### src/rtl/logic_unit_pkg.sv
// rtl/logic_unit_pkg.sv - op codes and flag helpers for the pipelined logic unit
package logic_unit_pkg;

    localparam logic [2:0] OP_AND   = 3'b000;
    localparam logic [2:0] OP_OR    = 3'b001;
    localparam logic [2:0] OP_XOR   = 3'b010;
    localparam logic [2:0] OP_NOR   = 3'b011;
    localparam logic [2:0] OP_NAND  = 3'b100;
    localparam logic [2:0] OP_XNOR  = 3'b101;
    localparam logic [2:0] OP_ANDN  = 3'b110;
    localparam logic [2:0] OP_PASSB = 3'b111;

    // Callers zero-extend their WIDTH-bit value, which leaves the XOR-reduce unchanged.
    function automatic logic parity_f(input logic [31:0] v);
        return ^v;
    endfunction

endpackage

### src/rtl/logic_op_core.sv
// rtl/logic_op_core.sv - combinational bitwise operation selector
module logic_op_core
    import logic_unit_pkg::*;
#(
    parameter int WIDTH = 4
) (
    input  logic [2:0]       op,
    input  logic [WIDTH-1:0] x,
    input  logic [WIDTH-1:0] b,
    output logic [WIDTH-1:0] y
);

    always_comb begin
        y = '0;
        case (op)
            OP_AND:   y = x & b;
            OP_OR:    y = x | b;
            OP_XOR:   y = x ^ b;
            OP_NOR:   y = ~(x | b);
            OP_NAND:  y = ~(x & b);
            OP_XNOR:  y = ~(x ^ b);
            OP_ANDN:  y = x & ~b;
            OP_PASSB: y = b;
            default:  y = '0;
        endcase
    end

endmodule

### src/rtl/logic_unit_pipe.sv
// rtl/logic_unit_pipe.sv - two-stage valid/ready bitwise logic unit with accumulator
module logic_unit_pipe
    import logic_unit_pkg::*;
#(
    parameter int               WIDTH    = 4,
    parameter logic [WIDTH-1:0] ACC_INIT = '0
) (
    input  logic             clk,
    input  logic             rst_n,
    input  logic             in_valid,
    output logic             in_ready,
    input  logic [2:0]       op,
    input  logic             acc_en,
    input  logic             acc_clr,
    input  logic [WIDTH-1:0] a,
    input  logic [WIDTH-1:0] b,
    output logic             out_valid,
    input  logic             out_ready,
    output logic [WIDTH-1:0] c,
    output logic             zero,
    output logic             parity,
    output logic [WIDTH-1:0] acc_q
);

    logic             r_s1_valid;
    logic [2:0]       r_s1_op;
    logic             r_s1_acc_en;
    logic [WIDTH-1:0] r_s1_a;
    logic [WIDTH-1:0] r_s1_b;

    logic             r_out_valid;
    logic [WIDTH-1:0] r_c;
    logic             r_zero;
    logic             r_parity;
    logic [WIDTH-1:0] r_acc;

    logic             w_s2_free;
    logic             w_accept;
    logic             w_advance;
    logic [WIDTH-1:0] w_x;
    logic [WIDTH-1:0] w_y;

    assign w_s2_free = !r_out_valid || out_ready;
    assign in_ready  = !r_s1_valid || w_s2_free;
    assign w_accept  = in_valid && in_ready;
    assign w_advance = r_s1_valid && w_s2_free;

    // Accumulator is read as the request leaves S1, so chained acc ops see the previous result.
    assign w_x = r_s1_acc_en ? r_acc : r_s1_a;

    logic_op_core #(
        .WIDTH (WIDTH)
    ) u_core (
        .op (r_s1_op),
        .x  (w_x),
        .b  (r_s1_b),
        .y  (w_y)
    );

    always_ff @(posedge clk or negedge rst_n) begin
        if (!rst_n) begin
            r_s1_valid  <= 1'b0;
            r_s1_op     <= '0;
            r_s1_acc_en <= 1'b0;
            r_s1_a      <= '0;
            r_s1_b      <= '0;
        end else begin
            if (w_accept) begin
                r_s1_op     <= op;
                r_s1_acc_en <= acc_en;
                r_s1_a      <= a;
                r_s1_b      <= b;
            end
            r_s1_valid <= w_accept || (r_s1_valid && !w_advance);
        end
    end

    always_ff @(posedge clk or negedge rst_n) begin
        if (!rst_n) begin
            r_out_valid <= 1'b0;
            r_c         <= '0;
            r_zero      <= 1'b1;
            r_parity    <= 1'b0;
        end else if (w_advance) begin
            r_out_valid <= 1'b1;
            r_c         <= w_y;
            r_zero      <= (w_y == '0);
            r_parity    <= parity_f(32'(w_y));
        end else if (out_ready) begin
            r_out_valid <= 1'b0;
        end
    end

    // Clear has priority over an accumulate write-back landing on the same edge.
    always_ff @(posedge clk or negedge rst_n) begin
        if (!rst_n) begin
            r_acc <= ACC_INIT;
        end else if (acc_clr) begin
            r_acc <= ACC_INIT;
        end else if (w_advance && r_s1_acc_en) begin
            r_acc <= w_y;
        end
    end

    assign out_valid = r_out_valid;
    assign c         = r_c;
    assign zero      = r_zero;
    assign parity    = r_parity;
    assign acc_q     = r_acc;

endmodule

### config.mk
export PLATFORM = sky130hd
export DESIGN_NAME = logic_unit_pipe
export DESIGN_NICKNAME = d
export VERILOG_FILES = /design/src/rtl/logic_unit_pkg.sv /design/src/rtl/logic_op_core.sv /design/src/rtl/logic_unit_pipe.sv
export SDC_FILE = /design/constraint.sdc
export NUM_CORES = 1
export LEC_CHECK = 0
export CORE_ASPECT_RATIO = 0.8
export CORE_MARGIN = 8
export CORE_UTILIZATION = 25
export DETAILED_ROUTE_END_ITERATION = 8
export GPL_TIMING_DRIVEN = 0
export HOLD_SLACK_MARGIN = 0.12
export PLACE_DENSITY = 0.54
export SETUP_SLACK_MARGIN = 0.1
export SYNTH_ARGS = -nofsm -noshare
export SYNTH_HDL_FRONTEND = slang
export SYNTH_SLANG_ARGS = --single-unit
### constraint.sdc
create_clock -name clk -period 2.7 [get_ports clk]
set_input_delay 0.27 -clock clk [delete_from_list [all_inputs] [get_ports clk]]
set_output_delay 0.27 -clock clk [all_outputs]
set_load 0.03 [all_outputs]
==> flow_metrics.env <==
export IMPL_status="finished clean"
export IMPL_yosys_warnings=0
export IMPL_comb_power_share=0.468
export IMPL_antenna_found_initial=0
export IMPL_via_per_inst=4.31
export IMPL_drtPass1Iterations=4
export IMPL_clock_skew_ns=0.00437
export IMPL_holdBufCountCts=0
export IMPL_finalWirelength_um=3270
export IMPL_switching_share=0.375
export IMPL_die_y_um=85.8
export IMPL_reg2reg_slack_ns=0.36
export IMPL_rr_startpoint="r_s1_acc_en$_DFFE_PN0P_"
export IMPL_yosys_top_cells_area="dfrtp_1 38%, ha_1 12%, mux2_2 8.9%"
export IMPL_setup_viol=0
export IMPL_pwr_share_clk=0.170
export IMPL_min_period_ns=2.34
export IMPL_min_path_type="register to register"
export IMPL_syn_to_final_growth_pct=28.0
export IMPL_clkSlewWorstSetupHoldPaths_ns=0.09
export IMPL_crit_path_frequent_cell="ha_1"
export IMPL_io_buffers=28
export IMPL_vias=1108
export IMPL_cts_sinks=24
export IMPL_dieArea_um2=8860
export IMPL_start_kind="register"
export IMPL_grt_pass1_vias=1174
export IMPL_path_buf_inv=2
export IMPL_finalHoldViolCount=0
export IMPL_grt_pass1_wl_um=5780
export IMPL_critPathRequiredTime_ns=2.85
export IMPL_cts_root_buf="clkbuf_8"
export IMPL_numCtsBuffers=3
export IMPL_max_slew_margin=0.253
export IMPL_slowest_delay_ns=0.48
export IMPL_powerDensity_nw_per_um2=674
export IMPL_p_leak_uw=0.000866
export IMPL_grt_start_max_net_pins=25
export IMPL_grt_ovfl_total=0
export IMPL_remaining_drc_errors=0
export IMPL_reg2reg_to="parity$_DFFE_PN0P_"
export IMPL_cts_resized=0
export IMPL_clk_path_buf_depth=2
export IMPL_p_seq_frac=0.362
export IMPL_coreArea_um2=5910
export IMPL_cts_tree="built"
export IMPL_die_w_um=103
export IMPL_wl_per_cell_um=12.7
export IMPL_drv_slew=0
export IMPL_finalCoreUtilization=0.330
export IMPL_fin_crit_sh=0.866
export IMPL_final_nets=208
export IMPL_worstRegToRegCells=9
export IMPL_initial_utilization=0.258
export IMPL_min_delay_start="zero$_DFFE_PN1P_"
export IMPL_cap_viol_max_count=0
export IMPL_synth_seq_area_share=0.395
export IMPL_path_cells="buf_2, mux2i_1, ha_1, inv_1, mux4_2, o21ai_2, ha_1, xnor2_1, o21ai_0"
export IMPL_total_power_uw=1310
export IMPL_syn_num_nets=175
export IMPL_layout_commonest_cell="clkdlybuf4s50_1"
export IMPL_cts_setup_buffers=0
export IMPL_synthCells=144
export IMPL_netSwitchingPower_uw=492
export IMPL_setup_tns_ns=0
export IMPL_worstMarginPinSlew_ns=1.12
export IMPL_syn_area_um2=1520
export IMPL_rows=25
export IMPL_antenna_cells=0
export IMPL_gp_congestion=0.753
export IMPL_cts_max_level=1
export IMPL_rsz0062_at_grt="false"
export IMPL_crit_slowest_cell="mux4_2"
export IMPL_first_iter_violations=39
export IMPL_cp_arrival_ns=2.49
export IMPL_dp_hpwl_um=2600
export IMPL_whs_endpoint="zero$_DFFE_PN1P_"
export IMPL_power_internal_uw=821
export IMPL_synth_seq_cells=24
export IMPL_track_usage=0.0825
export IMPL_synthFlopType="dfrtp_1"
export IMPL_drive_above_1_share=0.176
export IMPL_cp_top_family="multiplexers"
export IMPL_pin_count=29
export IMPL_hold_depth=2
export IMPL_ant_nets=0
export IMPL_clkLatencyLatePin_ns=0.27
export IMPL_cp_max_fo=6
export IMPL_postSynth_asyncResetShare=1.00
export IMPL_cp_end_kind="register"
export IMPL_fmax_mhz=428
export IMPL_synth_top_area_cell="dfrtp_1"
export IMPL_synth_edf_count=0
export IMPL_final_cell_mix="28 x clkdlybuf4s50_1, 23 x dfrtp_1, 14 x ha_1, 12 x inv_1, 12 x mux2_2"
export IMPL_synth_top_area_share=0.378
export IMPL_worstSetupPathType="register to register"
export IMPL_peakVddDrop_mv=0.260
export IMPL_synth_distinct_cells=34
export IMPL_crit_start="r_s1_acc_en$_DFFE_PN0P_"
export IMPL_synth_avg_cell_area_um2=10.6
==> cell usage after synthesis, types with 2 or more instances <==
library cell   n
o32ai_1        2
a21oi_1        4
buf_6          2
and3_1         2
buf_2          4
mux2_1         2
nor3_2         4
nand2_1       11
and2_1         3
o21ai_1        4
nor2_1         7
ha_1          14
nand2b_1       3
mux2i_1        8
a211oi_1       7
inv_1         12
nor2b_1        3
o21ai_0        3
mux2_2        12
dfrtp_1       23
==> layer usage <==
layer	vias up	GRT usage	share of wire
met5	-	0	0
met4	0	0.0118	0.0024
met3	2	0.0275	0.065
met2	25	0.120	0.44
met1	516	0.116	0.49
li1	565	-	-
==> worst max path at each step <==
stage                                    end  slack [ns]  cells past startpoint
final                     parity$_DFFE_PN0P_        0.36                      9
after detailed placement  parity$_DFFE_PN0P_        0.33                     10
after global placement    parity$_DFFE_PN0P_        0.35                      9
after floorplan           parity$_DFFE_PN0P_        0.50                      8
after global routing      parity$_DFFE_PN0P_        0.15                     10
after CTS                 parity$_DFFE_PN0P_        0.31                     10
==> worst register-to-register path, delay by kind of cell, from the launching register on <==
kind / cells / cell delay [ns]
buffers and inverters: 2 / 0.21
AOI/OAI and AO/OA: 2 / 0.29
adders and majority gates: 2 / 0.60
xor gates and xnor gates: 1 / 0.13
muxes: 2 / 0.63
DFF: 1 / 0.36
==> logic make-up (layout without fill, tap and decap cells) <==
family / count (synthesis) / in the layout / synth area share
AO/OA/AOI/OAI: 25 / 25 / 0.111
XOR/XNOR: 2 / 2 / 0.0115
AND/OR/NAND/NOR: 36 / 36 / 0.134
buffers and inverters: 20 / 52 / 0.0624
flip-flops: 24 / 24 / 0.395
adder cells (fa/ha/maj): 14 / 14 / 0.115
multiplexers: 23 / 23 / 0.171
==> power by group through the flow <==
| stage | registers (uW) | clock network (uW) | logic, uW |
|---|---|---|---|
| 3_5_place_dp | 486 | 0 | 626 |
| 2_1_floorplan | 561 | 0 | 344 |
| 4_1_cts | 478 | 239 | 628 |
| 6_report | 475 | 223 | 615 |
| 5_1_grt | 488 | 250 | 692 |
| 3_3_place_gp | 484 | 0 | 621 |
==> flip-flops by register name, summed over array words and instances (netlist names) <==
| name | flops |
|---|---|
| acc_q | 4 |
| c | 4 |
| r_s1_a | 4 |
| r_s1_b | 4 |
| r_s1_op | 3 |
| out_valid | 1 |
| parity | 1 |
| r_s1_acc_en | 1 |
| r_s1_valid | 1 |
| zero | 1 |
==> layout make-up <==
type	instances	area, um^2
inverters	13	48.8
clock buffers	4	45.0
well taps	81	101
multi-input cells	100	826
fillers	618	3960
flip-flops and latches	24	602
repair buffers	28	280
plain buffers	7	46.3
==> stage by stage <==
| step | instance area [um^2] | worst slack, ns | hold slack, ns | cells |
|---|---|---|---|---|
| 4_1_cts | 1950 | 0.314 | 0.485 | 257 |
| 3_5_place_dp | 1900 | 0.335 | 0.471 | 253 |
| 3_3_place_gp | 1900 | 0.352 | 0.470 | 253 |
| 6_report | 1950 | 0.362 | 0.477 | 257 |
| 2_1_floorplan | 1520 | 0.503 | -0.0256 | 144 |
| 5_1_grt | 1950 | 0.155 | 0.512 | 257 |
No activity file was read; power rests on OpenSTA's default activity.
